### src/rtl/lcd_reader.sv
// rtl/lcd_reader.sv - HD44780 4-bit read engine (BF/AC or data byte as two nibble reads)
//
// Reads either the busy flag plus address counter (rd_sel=0, RS=0) or one
// DDRAM/CGRAM byte (rd_sel=1, RS=1) as two E strobes, high nibble first.
// While bus_own=1 the top level muxes this block onto lcd_rs/lcd_rw/lcd_e and
// releases lcd_d so the display can drive it.
//
// Optional feature macro: LCD_RD_POLL_EN
//   defined   : poll_req starts a BF/AC loop that repeats until BF=0, then
//               pulses rd_valid once with the final read.
//   undefined : poll_req is ignored; only single reads via rd_req.
//
// Parameters (cycles of clk_50, each 1..31):
//   T_AS  - RS/RW setup before E rises
//   T_EH  - E high time per nibble
//   T_SMP - E-high cycle in which lcd_d_in is captured (1 <= T_SMP < T_EH)
//   T_EL  - E low time after each nibble
//
// Ports:
//   clk_50    in   system clock
//   rst       in   synchronous active-high reset
//   rd_req    in   start a read (sampled in IDLE only)
//   rd_sel    in   0 = BF/AC, 1 = data; latched with rd_req
//   poll_req  in   start a busy-poll loop (LCD_RD_POLL_EN only)
//   rd_busy   out  transaction in progress
//   rd_valid  out  one-cycle pulse, rd_data valid
//   rd_data   out  assembled byte {hi, lo}, held until next rd_valid
//   busy_flag out  BF from the last BF/AC read
//   addr      out  AC from the last BF/AC read
//   bus_own   out  reader owns the LCD pins
//   lcd_rs    out  register select
//   lcd_rw    out  1 = read
//   lcd_e     out  enable strobe
//   lcd_d_in  in   LCD data bus, input side

module lcd_reader #(
    parameter int unsigned T_AS  = 3,
    parameter int unsigned T_EH  = 12,
    parameter int unsigned T_SMP = 10,
    parameter int unsigned T_EL  = 13
) (
    input  logic       clk_50,
    input  logic       rst,
    input  logic       rd_req,
    input  logic       rd_sel,
    input  logic       poll_req,
    output logic       rd_busy,
    output logic       rd_valid,
    output logic [7:0] rd_data,
    output logic       busy_flag,
    output logic [6:0] addr,
    output logic       bus_own,
    output logic       lcd_rs,
    output logic       lcd_rw,
    output logic       lcd_e,
    input  logic [3:0] lcd_d_in
);

    localparam logic [4:0] AS_N  = 5'(T_AS);
    localparam logic [4:0] EH_N  = 5'(T_EH);
    localparam logic [4:0] SMP_N = 5'(T_SMP);
    localparam logic [4:0] EL_N  = 5'(T_EL);

    typedef enum logic [2:0] {
        IDLE,
        SETUP,
        EH1,
        EL1,
        EH2,
        EL2,
        DONE
    } state_t;

    state_t     state;
    logic [4:0] cnt;        // 1-based cycle index within the current state
    logic       sel;        // latched rd_sel for the running transaction
    logic [3:0] hi;
    logic [3:0] lo;
    logic       poll_mode;  // running a busy-poll loop
    logic       loop_again; // DONE must restart SETUP instead of returning to IDLE

`ifndef LCD_RD_POLL_EN
    logic unused_poll_req;
    assign unused_poll_req = poll_req;
`endif

    always_ff @(posedge clk_50) begin
        if (rst) begin
            state      <= IDLE;
            cnt        <= 5'd0;
            sel        <= 1'b0;
            hi         <= 4'h0;
            lo         <= 4'h0;
            poll_mode  <= 1'b0;
            loop_again <= 1'b0;
            rd_busy    <= 1'b0;
            rd_valid   <= 1'b0;
            rd_data    <= 8'h00;
            busy_flag  <= 1'b0;
            addr       <= 7'h00;
            bus_own    <= 1'b0;
            lcd_rs     <= 1'b0;
            lcd_rw     <= 1'b0;
            lcd_e      <= 1'b0;
        end else begin
            rd_valid <= 1'b0;

            case (state)
                IDLE: begin
                    lcd_e   <= 1'b0;
                    lcd_rw  <= 1'b0;
                    bus_own <= 1'b0;
                    rd_busy <= 1'b0;
                    // rd_req has priority over poll_req when both arrive together
                    if (rd_req) begin
                        state     <= SETUP;
                        cnt       <= 5'd1;
                        sel       <= rd_sel;
                        poll_mode <= 1'b0;
                        rd_busy   <= 1'b1;
                        bus_own   <= 1'b1;
                        lcd_rw    <= 1'b1;
                        lcd_rs    <= rd_sel;
                    end
`ifdef LCD_RD_POLL_EN
                    else if (poll_req) begin
                        state     <= SETUP;
                        cnt       <= 5'd1;
                        sel       <= 1'b0;
                        poll_mode <= 1'b1;
                        rd_busy   <= 1'b1;
                        bus_own   <= 1'b1;
                        lcd_rw    <= 1'b1;
                        lcd_rs    <= 1'b0;
                    end
`endif
                end

                SETUP: begin
                    if (cnt == AS_N) begin
                        state <= EH1;
                        cnt   <= 5'd1;
                        lcd_e <= 1'b1;
                    end else begin
                        cnt <= cnt + 5'd1;
                    end
                end

                EH1: begin
                    if (cnt == SMP_N) begin
                        hi <= lcd_d_in;
                    end
                    if (cnt == EH_N) begin
                        state <= EL1;
                        cnt   <= 5'd1;
                        lcd_e <= 1'b0;
                    end else begin
                        cnt <= cnt + 5'd1;
                    end
                end

                EL1: begin
                    if (cnt == EL_N) begin
                        state <= EH2;
                        cnt   <= 5'd1;
                        lcd_e <= 1'b1;
                    end else begin
                        cnt <= cnt + 5'd1;
                    end
                end

                EH2: begin
                    if (cnt == SMP_N) begin
                        lo <= lcd_d_in;
                    end
                    if (cnt == EH_N) begin
                        state <= EL2;
                        cnt   <= 5'd1;
                        lcd_e <= 1'b0;
                    end else begin
                        cnt <= cnt + 5'd1;
                    end
                end

                EL2: begin
                    if (cnt == EL_N) begin
                        state <= DONE;
                        cnt   <= 5'd1;
                        if (poll_mode && hi[3]) begin
                            // Display still busy: keep the pins and rd_busy,
                            // suppress rd_valid, and go around again.
                            loop_again <= 1'b1;
                            busy_flag  <= hi[3];
                            addr       <= {hi[2:0], lo};
                        end else begin
                            loop_again <= 1'b0;
                            rd_valid   <= 1'b1;
                            rd_data    <= {hi, lo};
                            if (!sel) begin
                                busy_flag <= hi[3];
                                addr      <= {hi[2:0], lo};
                            end
                            rd_busy <= 1'b0;
                            bus_own <= 1'b0;
                            lcd_rw  <= 1'b0;
                            lcd_rs  <= 1'b0;
                        end
                    end else begin
                        cnt <= cnt + 5'd1;
                    end
                end

                DONE: begin
                    if (loop_again) begin
                        state      <= SETUP;
                        cnt        <= 5'd1;
                        loop_again <= 1'b0;
                    end else begin
                        state     <= IDLE;
                        cnt       <= 5'd0;
                        poll_mode <= 1'b0;
                    end
                end

                default: begin
                    state <= IDLE;
                    cnt   <= 5'd0;
                end
            endcase
        end
    end

endmodule

### config.mk
export PLATFORM = sky130hd
export DESIGN_NAME = lcd_reader
export DESIGN_NICKNAME = d
export VERILOG_FILES = /design/src/rtl/lcd_reader.sv
export SDC_FILE = /design/constraint.sdc
export NUM_CORES = 1
export LEC_CHECK = 0
export ABC_AREA = 1
export CAP_MARGIN = 20
export CORE_ASPECT_RATIO = 0.75
export CORE_MARGIN = 2
export CORE_UTILIZATION = 66
export DETAILED_ROUTE_END_ITERATION = 8
export DONT_BUFFER_PORTS = 1
export PLACE_DENSITY = 0.92
export SYNTH_ARGS = -nofsm -noshare
export SYNTH_HDL_FRONTEND = slang
export SYNTH_SLANG_ARGS = --single-unit
### constraint.sdc
create_clock -name clk_50 -period 4.1 [get_ports clk_50]
set_clock_uncertainty 0.05 [all_clocks]
set_input_delay 0.205 -clock clk_50 [delete_from_list [all_inputs] [get_ports clk_50]]
set_output_delay 0.205 -clock clk_50 [all_outputs]
set_load 0.02 [all_outputs]
==> metrics.md, run 1 <==
| Metric | Value |
|---|---|
| Status | finished, final reports clean |
| Reg2reg path depth | 7 |
| Pwr/cell area | 496 nW/µm² |
| Max H-tree Level | 2 |
| Final Slew Violations | 0 |
| Site Rows | 16 |
| Largest cells by area after synthesis | dfxtp_1, nand2_1, nor2_1 |
| Dpl hpwl | 2.55 mm |
| Startpoint Class | flip-flop |
| Seq pwr share | 0.481 |
| DR vias/cell | 5.41 |
| Place WS | 2.28 ns |
| Hold depth | 2 |
| CTS Sinks | 37 |
| Max Clk Rate | 531 MHz |
| Int Power | 552 µW |
| Via count | 1520 |
| Pleak | 0.751 nW |
| Fin. Hold Viols | 0 |
| Bufs on Longest Clock Path | 2 |
| Area after DPL | 1740 µm² |
| Die height | 48.8 µm |
| NetSw | 374 µW |
| Clock latency on the worst-skew pair | 0.36 ns |
| CP Data Required Time | 4.35 ns |
| # setup viols final | 0 |
| Total core area | 2580 µm² |
| Count of cell types in the netlist | 27 |
| Final WS setup | 2.22 ns |
| Clock power frac | 0.203 |
| Syn Inst Count | 240 |
| HP Class | input pin to flip-flop |
| Global placement routability congestion | 0.881 |
| Design area | 1870 µm² |
| Final WL | 3.80 mm |
| Sequential area share after synthesis | 0.419 |
| Grt ovf | 0 |
| Total of max-cap violations | 0 |
| First-pass GRT wire length | 6.27 mm |
| Slew HR | 0.580 |
| Final period util | 0.459 |
| Fin cells | 281 |
| Worst-Margin Slew | 0.629 ns |
| Avg Synthesized Cell Area | 7.37 µm² |
| Critical Setup Path Class | flip-flop to flip-flop |
| VDD IR-drop max | 0.000301 V |
| Largest net degree at the start of global routing | 24 |
| Vias in the first global route | 1342 |
| Setup TNS Final | 0 ns |
| Yosys warning count | 0 |
| Switching Fraction | 0.404 |
| GR Util All Layers | 0.268 |
| RSZ-0062 raised after global routing | no |
| Net count after synthesis | 253 |
| Area leader, netlist | dfxtp_1 |
| Crit end category | flip-flop |
| Die area | 3110 µm² |
| DRT iter0 DRCs | 101 |
| PortBufs | 0 |
| Dpl cells | 266 |
| Net count of the finished layout | 257 |
| Die W | 63.8 µm |
| Seq cells post-synth | 37 |
| Worst Path Max Fanout | 10 |
| Initial antenna violation count | 0 |
| Synth top area share | 0.419 |
| Clk slew on worst S/H paths | 0.12 ns |
| Min cycle time layout | 1.88 ns |
| Area Growth Syn to Fin | 5.59% |
| Layout cell share with drive strength beyond 1 | 0.122 |
| Initial Util | 0.685 |
| Mapped cell area | 1770 µm² |
| Number of buffers created by CTS | 5 |
| Number of remaining DRC errors | 0 |
| Post-CTS setup buffers | 0 |
| Filler cells | 191 |
| Top-Level Pins | 31 |
| # diodes | 0 |
| TritonCTS clock tree | built |
| DR pass1 iterations | 5 |
| Logic gate share of total power | 0.316 |
| Worst Path Arrival | 2.13 ns |
| WL/cell | 13.5 µm |
| Most frequent cells in the layout | dfxtp_1, nand2_1, nor2_1 |
| Number of nets with antenna violations after routing | 0 |
| Commonest non-fill, non-tap cell in the layout | dfxtp_1 |
| Clock Root Buffer | clkbuf_4 |
## critical path, stage by stage, from the launching register on
cell and delay [ns]:
dfxtp_1 0.57, inv_1 0.15, nand2_1 0.15, nor2_1 0.07
inv_1 0.09, nand2_1 0.06, a21oi_1 0.13, dlygate4sd3_1 0.57
## per-stage QoR
step | utilization | power (mW) | hold slack, ns
detailed placement | 0.674 | 0.726 | 0.228
global placement | 0.674 | 0.719 | 0.228
finish | 0.723 | 0.926 | 0.00640
global route | 0.723 | 0.994 | 0.0267
floorplan | - | 0.692 | 0.290
CTS | 0.723 | 0.917 | 0.00268
## metal layers
layer	GRT usage	share of wire	vias up
li1	-	-	772
met1	0.369	0.45	661
met2	0.370	0.43	71
met3	0.0808	0.090	16
met4	0.156	0.031	0
met5	0	0	-
## registers in the layout (all words and copies together), names as in the netlist
| name | cells |
|---|---|
| addr | 7 |
| busy_flag | 1 |
| cnt | 5 |
| hi | 4 |
| lcd_e | 1 |
| lcd_rs | 1 |
| lcd_rw | 1 |
| lo | 4 |
| rd_data | 8 |
| rd_valid | 1 |
| sel | 1 |
| state | 3 |
## repair_timing
action / CTS / global route
hold buffers: 7 / 0
gates resized for setup: 0 / 0
hold endpoints to repair: 21 / 0
## power groups by stage
stage          combinational [mW]  clock [mW]  sequential [mW]
2_1_floorplan               0.267           0            0.425
3_3_place_gp                0.267           0            0.452
3_5_place_dp                0.275           0            0.452
4_1_cts                     0.285       0.188            0.444
5_1_grt                     0.334       0.210            0.450
6_report                    0.293       0.188            0.445
## cell families after synthesis
group,share of synthesized area
flops,0.419
simple gates,0.275
fa+ha+maj,0.0283
compound gates,0.160
buf+inv,0.113
xor+xnor,0.00495
## cells in the mapped netlist, drive strengths merged
cell type  number
nor2           41
nand3          15
nand2          44
a21oi          22
xor2            1
buf             6
o21bai          1
clkinv          1
nand3b          1
inv            33
nand4           2
clkbuf          4
dfxtp          37
o21ai          22
a211oi          5
nor3            1
ha              4
## cell type report
class                   count  area (µm²)  area share
multi-input cells         159         828       0.444
flip-flops and latches     37         741       0.397
inverters                  34         128      0.0684
repair buffers              7        70.1      0.0375
well taps                  36        45.0      0.0241
clock buffers               5        37.5      0.0201
clock inverters             3        17.5     0.00938
## worst paths after layout
kind                                            start  slack (ns)                 end
worst min register to register     lo[3]$_SDFFE_PP0P_        0.47  lo[3]$_SDFFE_PP0P_
worst max-delay path            state[2]$_SDFFE_PP0P_        2.22    sel$_SDFFE_PP0P_
worst max register to register  state[2]$_SDFFE_PP0P_        2.22    sel$_SDFFE_PP0P_
worst min-delay path                      lcd_d_in[1]       0.006  hi[1]$_SDFFE_PP0P_
(Power assumes the default switching activity.)
==> inputs of run 2 (changes only) <==
Settings changed: ABC_AREA 1 to 0, CORE_UTILIZATION 66 to 55, PLACE_DENSITY 0.92 to 0.83.
Clock period 4.1 ns to 1.55 ns, I/O delays scaled along.
==> metrics.md, run 2 <==
| Metric | Value |
|---|---|
| DR pass1 iterations | 4 (-1) |
| Yosys warning count | 0 (unchanged) |
| Number of nets with antenna violations after routing | 0 (unchanged) |
| Max Clk Rate | 629 MHz (+19%) |
| Max reg flops | 8 (unchanged) |
| Largest Register | rd_data |
| Failing checks | hold timing, setup timing |
| Total of max-cap violations | 0 (unchanged) |
| Dpl hpwl | 2.93 mm (+15%) |
| Most frequent cells in the layout | dfxtp_1, nor2_1, buf_4 |
| GR Util All Layers | 0.239 (-0.0287) |
| Design area | 2180 µm² (+17%) |
| Bufs on Longest Clock Path | 2 (unchanged) |
| Seq cells post-synth | 37 (unchanged) |
| Pwr/cell area | 853 nW/µm² (+72%) |
| Layout cell share with drive strength beyond 1 | 0.282 (+0.159) |
| Mapped cell area | 1750 µm² (-0.85%) |
| Min cycle time layout | 1.59 ns (-0.294 ns) |
| Slew HR | 0.745 (+0.166) |
| # diodes | 0 (unchanged) |
| Die W | 69.2 µm (+8.5%) |
| Ys async rst share | 0 (unchanged) |
| Commonest non-fill, non-tap cell in the layout | dfxtp_1 |
| Worst-Margin Slew | 0.379 ns (-0.250 ns) |
| Crit end category | flip-flop |
| Number of flops mapped to enable cells by yosys | 0 (unchanged) |
| VDD IR-drop max | 0.000728 V (+140%) |
| TritonCTS clock tree | built |
| Top flop regs | rd_data: 8 flops, addr: 7 flops, cnt: 5 flops |
| Area after DPL | 1910 µm² (+9.8%) |
| Avg Synthesized Cell Area | 9.08 µm² (+23%) |
| Fin cells | 258 (-8.2%) |
| Sequential area share after synthesis | 0.423 (+0.00359) |
| Syn Inst Count | 193 (-20%) |
| CP Data Required Time | 1.68 ns (-2.67 ns) |
| Global placement routability congestion | 0.884 (+0.36%) |
| Clk slew on worst S/H paths | 0.08 ns (-0.04 ns) |
| WL/cell | 16.7 µm (+23%) |
| Worst Path Max Fanout | 5 (-5) |
| Status | finished, violations left |
| Area Growth Syn to Fin | 24.6% |
| Dpl cells | 239 (-10%) |
| Largest cells by area after synthesis | dfxtp_1, mux2i_1, nor2_1 |
| Final WS setup | -0.0394 ns (-2.26 ns) |
| HP Class | input pin to flip-flop |
| Grt ovf | 0 (unchanged) |
| Most frequent cells after synthesis | dfxtp_1, nor2_1, mux2i_1 |
| Count of cell types in the netlist | 39 (+44%) |
| Net count after synthesis | 206 (-19%) |
| Clock latency on the worst-skew pair | 0.30 ns (-0.06 ns) |
| Total core area | 3000 µm² (+16%) |
| Max H-tree Level | 2 (unchanged) |
| # setup viols final | 3 (+3) |
| Synth Flop Type | dfxtp_1 |
| Clock Root Buffer | clkbuf_8 |
| CTS Sinks | 37 (unchanged) |
| Via count | 1536 (+1.1%) |
| PortBufs | 0 (unchanged) |
| First-pass GRT wire length | 6.64 mm (+6.0%) |
| Site Rows | 17 (+1) |
| DRT iter0 DRCs | 86 (-15%) |
| Die area | 3660 µm² (+18%) |
| Worst Path Arrival | 1.72 ns (-0.41 ns) |
| Net count of the finished layout | 232 (-9.7%) |
| Startpoint Class | flip-flop |
| Pleak | 1.02 nW (+35%) |
| Reg2reg path depth | 5 (-2) |
| Final Slew Violations | 0 (unchanged) |
| Worst hold slack | -0.0144 ns (-0.0208 ns) |
| Vias in the first global route | 1422 (+6.0%) |
| Area leader, netlist | dfxtp_1 |
| Number of buffers created by CTS | 5 (unchanged) |
| Number of remaining DRC errors | 0 (unchanged) |
| Top-Level Pins | 31 (unchanged) |
| Largest net degree at the start of global routing | 39 (+63%) |
| Most frequent cell after synthesis | dfxtp_1 |
| Fin. Hold Viols | 1 (+1) |
| Final period util | 1.03 (+0.566) |
| Die height | 52.9 µm (+8.3%) |
| Final WL | 4.30 mm (+13%) |
| RSZ-0062 raised after global routing | yes |
| Synth top area share | 0.423 (+0.00359) |
| Hold depth | 2 (unchanged) |
| DR vias/cell | 5.95 (+10%) |
| Initial antenna violation count | 0 (unchanged) |
| Critical Setup Path Class | flip-flop to flip-flop |
| Initial Util | 0.584 (-0.100) |
[run 2: cell types whose count changed after synthesis, sizes merged, moves of 4 or more]
cell / previous run / this run
nand2: 44 / 11
inv: 33 / 3
mux2i: 0 / 25
o21ai: 22 / 5
a21oi: 22 / 10
nor2: 41 / 29
buf: 6 / 11
a211oi: 5 / 1
nand3: 15 / 11
[run 2: worst paths after layout]
kind / start / end / slack [ns]
max: cnt[0]$_SDFFE_PP0N_ / state[0]$_SDFFE_PP0P_ / -0.04
min: rst / state[0]$_SDFFE_PP0P_ / -0.01
max reg2reg: cnt[0]$_SDFFE_PP0N_ / state[0]$_SDFFE_PP0P_ / -0.04
min reg2reg: lcd_rw$_SDFFE_PP0P_ / lcd_rw$_SDFFE_PP0P_ / 0.44
[run 2: layout make-up]
type / count / area, µm²
multi-input combinational: 136 / 973
fill: 214 / 816
sequential: 37 / 751
timing repair buffer: 36 / 314
clock buffer: 5 / 68.8
tap: 38 / 47.5
clock inverter: 3 / 17.5
inverter: 3 / 11.3
[run 2: cell families after synthesis]
| kind of cell | count (synthesis) | share of synthesized area |
|---|---|---|
| AO/OA/AOI/OAI | 28 | 0.102 |
| XOR/XNOR | 1 | 0.00500 |
| adder cells (fa/ha/maj) | 5 | 0.0343 |
| buffers and inverters | 20 | 0.0614 |
| flip-flops | 37 | 0.423 |
| multiplexers | 25 | 0.143 |
| AND/OR/NAND/NOR | 77 | 0.232 |
[run 2: report_power, final]
| part | internal, mW | leakage, nW | switching, mW | total (mW) |
|---|---|---|---|---|
| combinational | 0.0958 | 0.670 | 0.100 | 0.196 |
| clock | 0.310 | 0.0439 | 0.369 | 0.680 |
| sequential | 0.964 | 0.302 | 0.0228 | 0.987 |
| total | 1.37 | 1.02 | 0.492 | 1.86 |
[run 2: worst max-delay path, stage by stage (launching register included)]
cell and delay, ns:
dfxtp_4 0.39, ha_2 0.20, or4b_1 0.47, o21ai_2 0.13, o21a_1 0.18, a221oi_2 0.06
[run 2: stage by stage]
| stage | power (mW) | setup slack [ns] | setup TNS (ns) | utilization |
|---|---|---|---|---|
| after floorplan | 1.11 | 0.0160 | 0 | - |
| after global placement | 1.14 | -0.0331 | -0.0922 | 0.638 |
| after detailed placement | 1.14 | -0.119 | -1.31 | 0.638 |
| after CTS | 1.81 | -0.0191 | -0.0488 | 0.680 |
| final | 1.86 | -0.0394 | -0.0504 | 0.728 |
| after global routing | 1.91 | -0.0936 | -0.717 | 0.728 |
[run 2: per-layer routing]
metal | track usage | routed length (µm)
met1 | 0.277 | 1860
met2 | 0.423 | 2050
met3 | 0.0724 | 317
met4 | 0.0948 | 71
met5 | 0 | 0
[run 2: what timing repair did]
item	4_1_cts	5_1_grt
hold endpoints to repair	37	37
cloned	0	0
setup endpoints to repair	24	33
pin swaps	4	8
buffers inserted	2	2
resized for setup	10	12
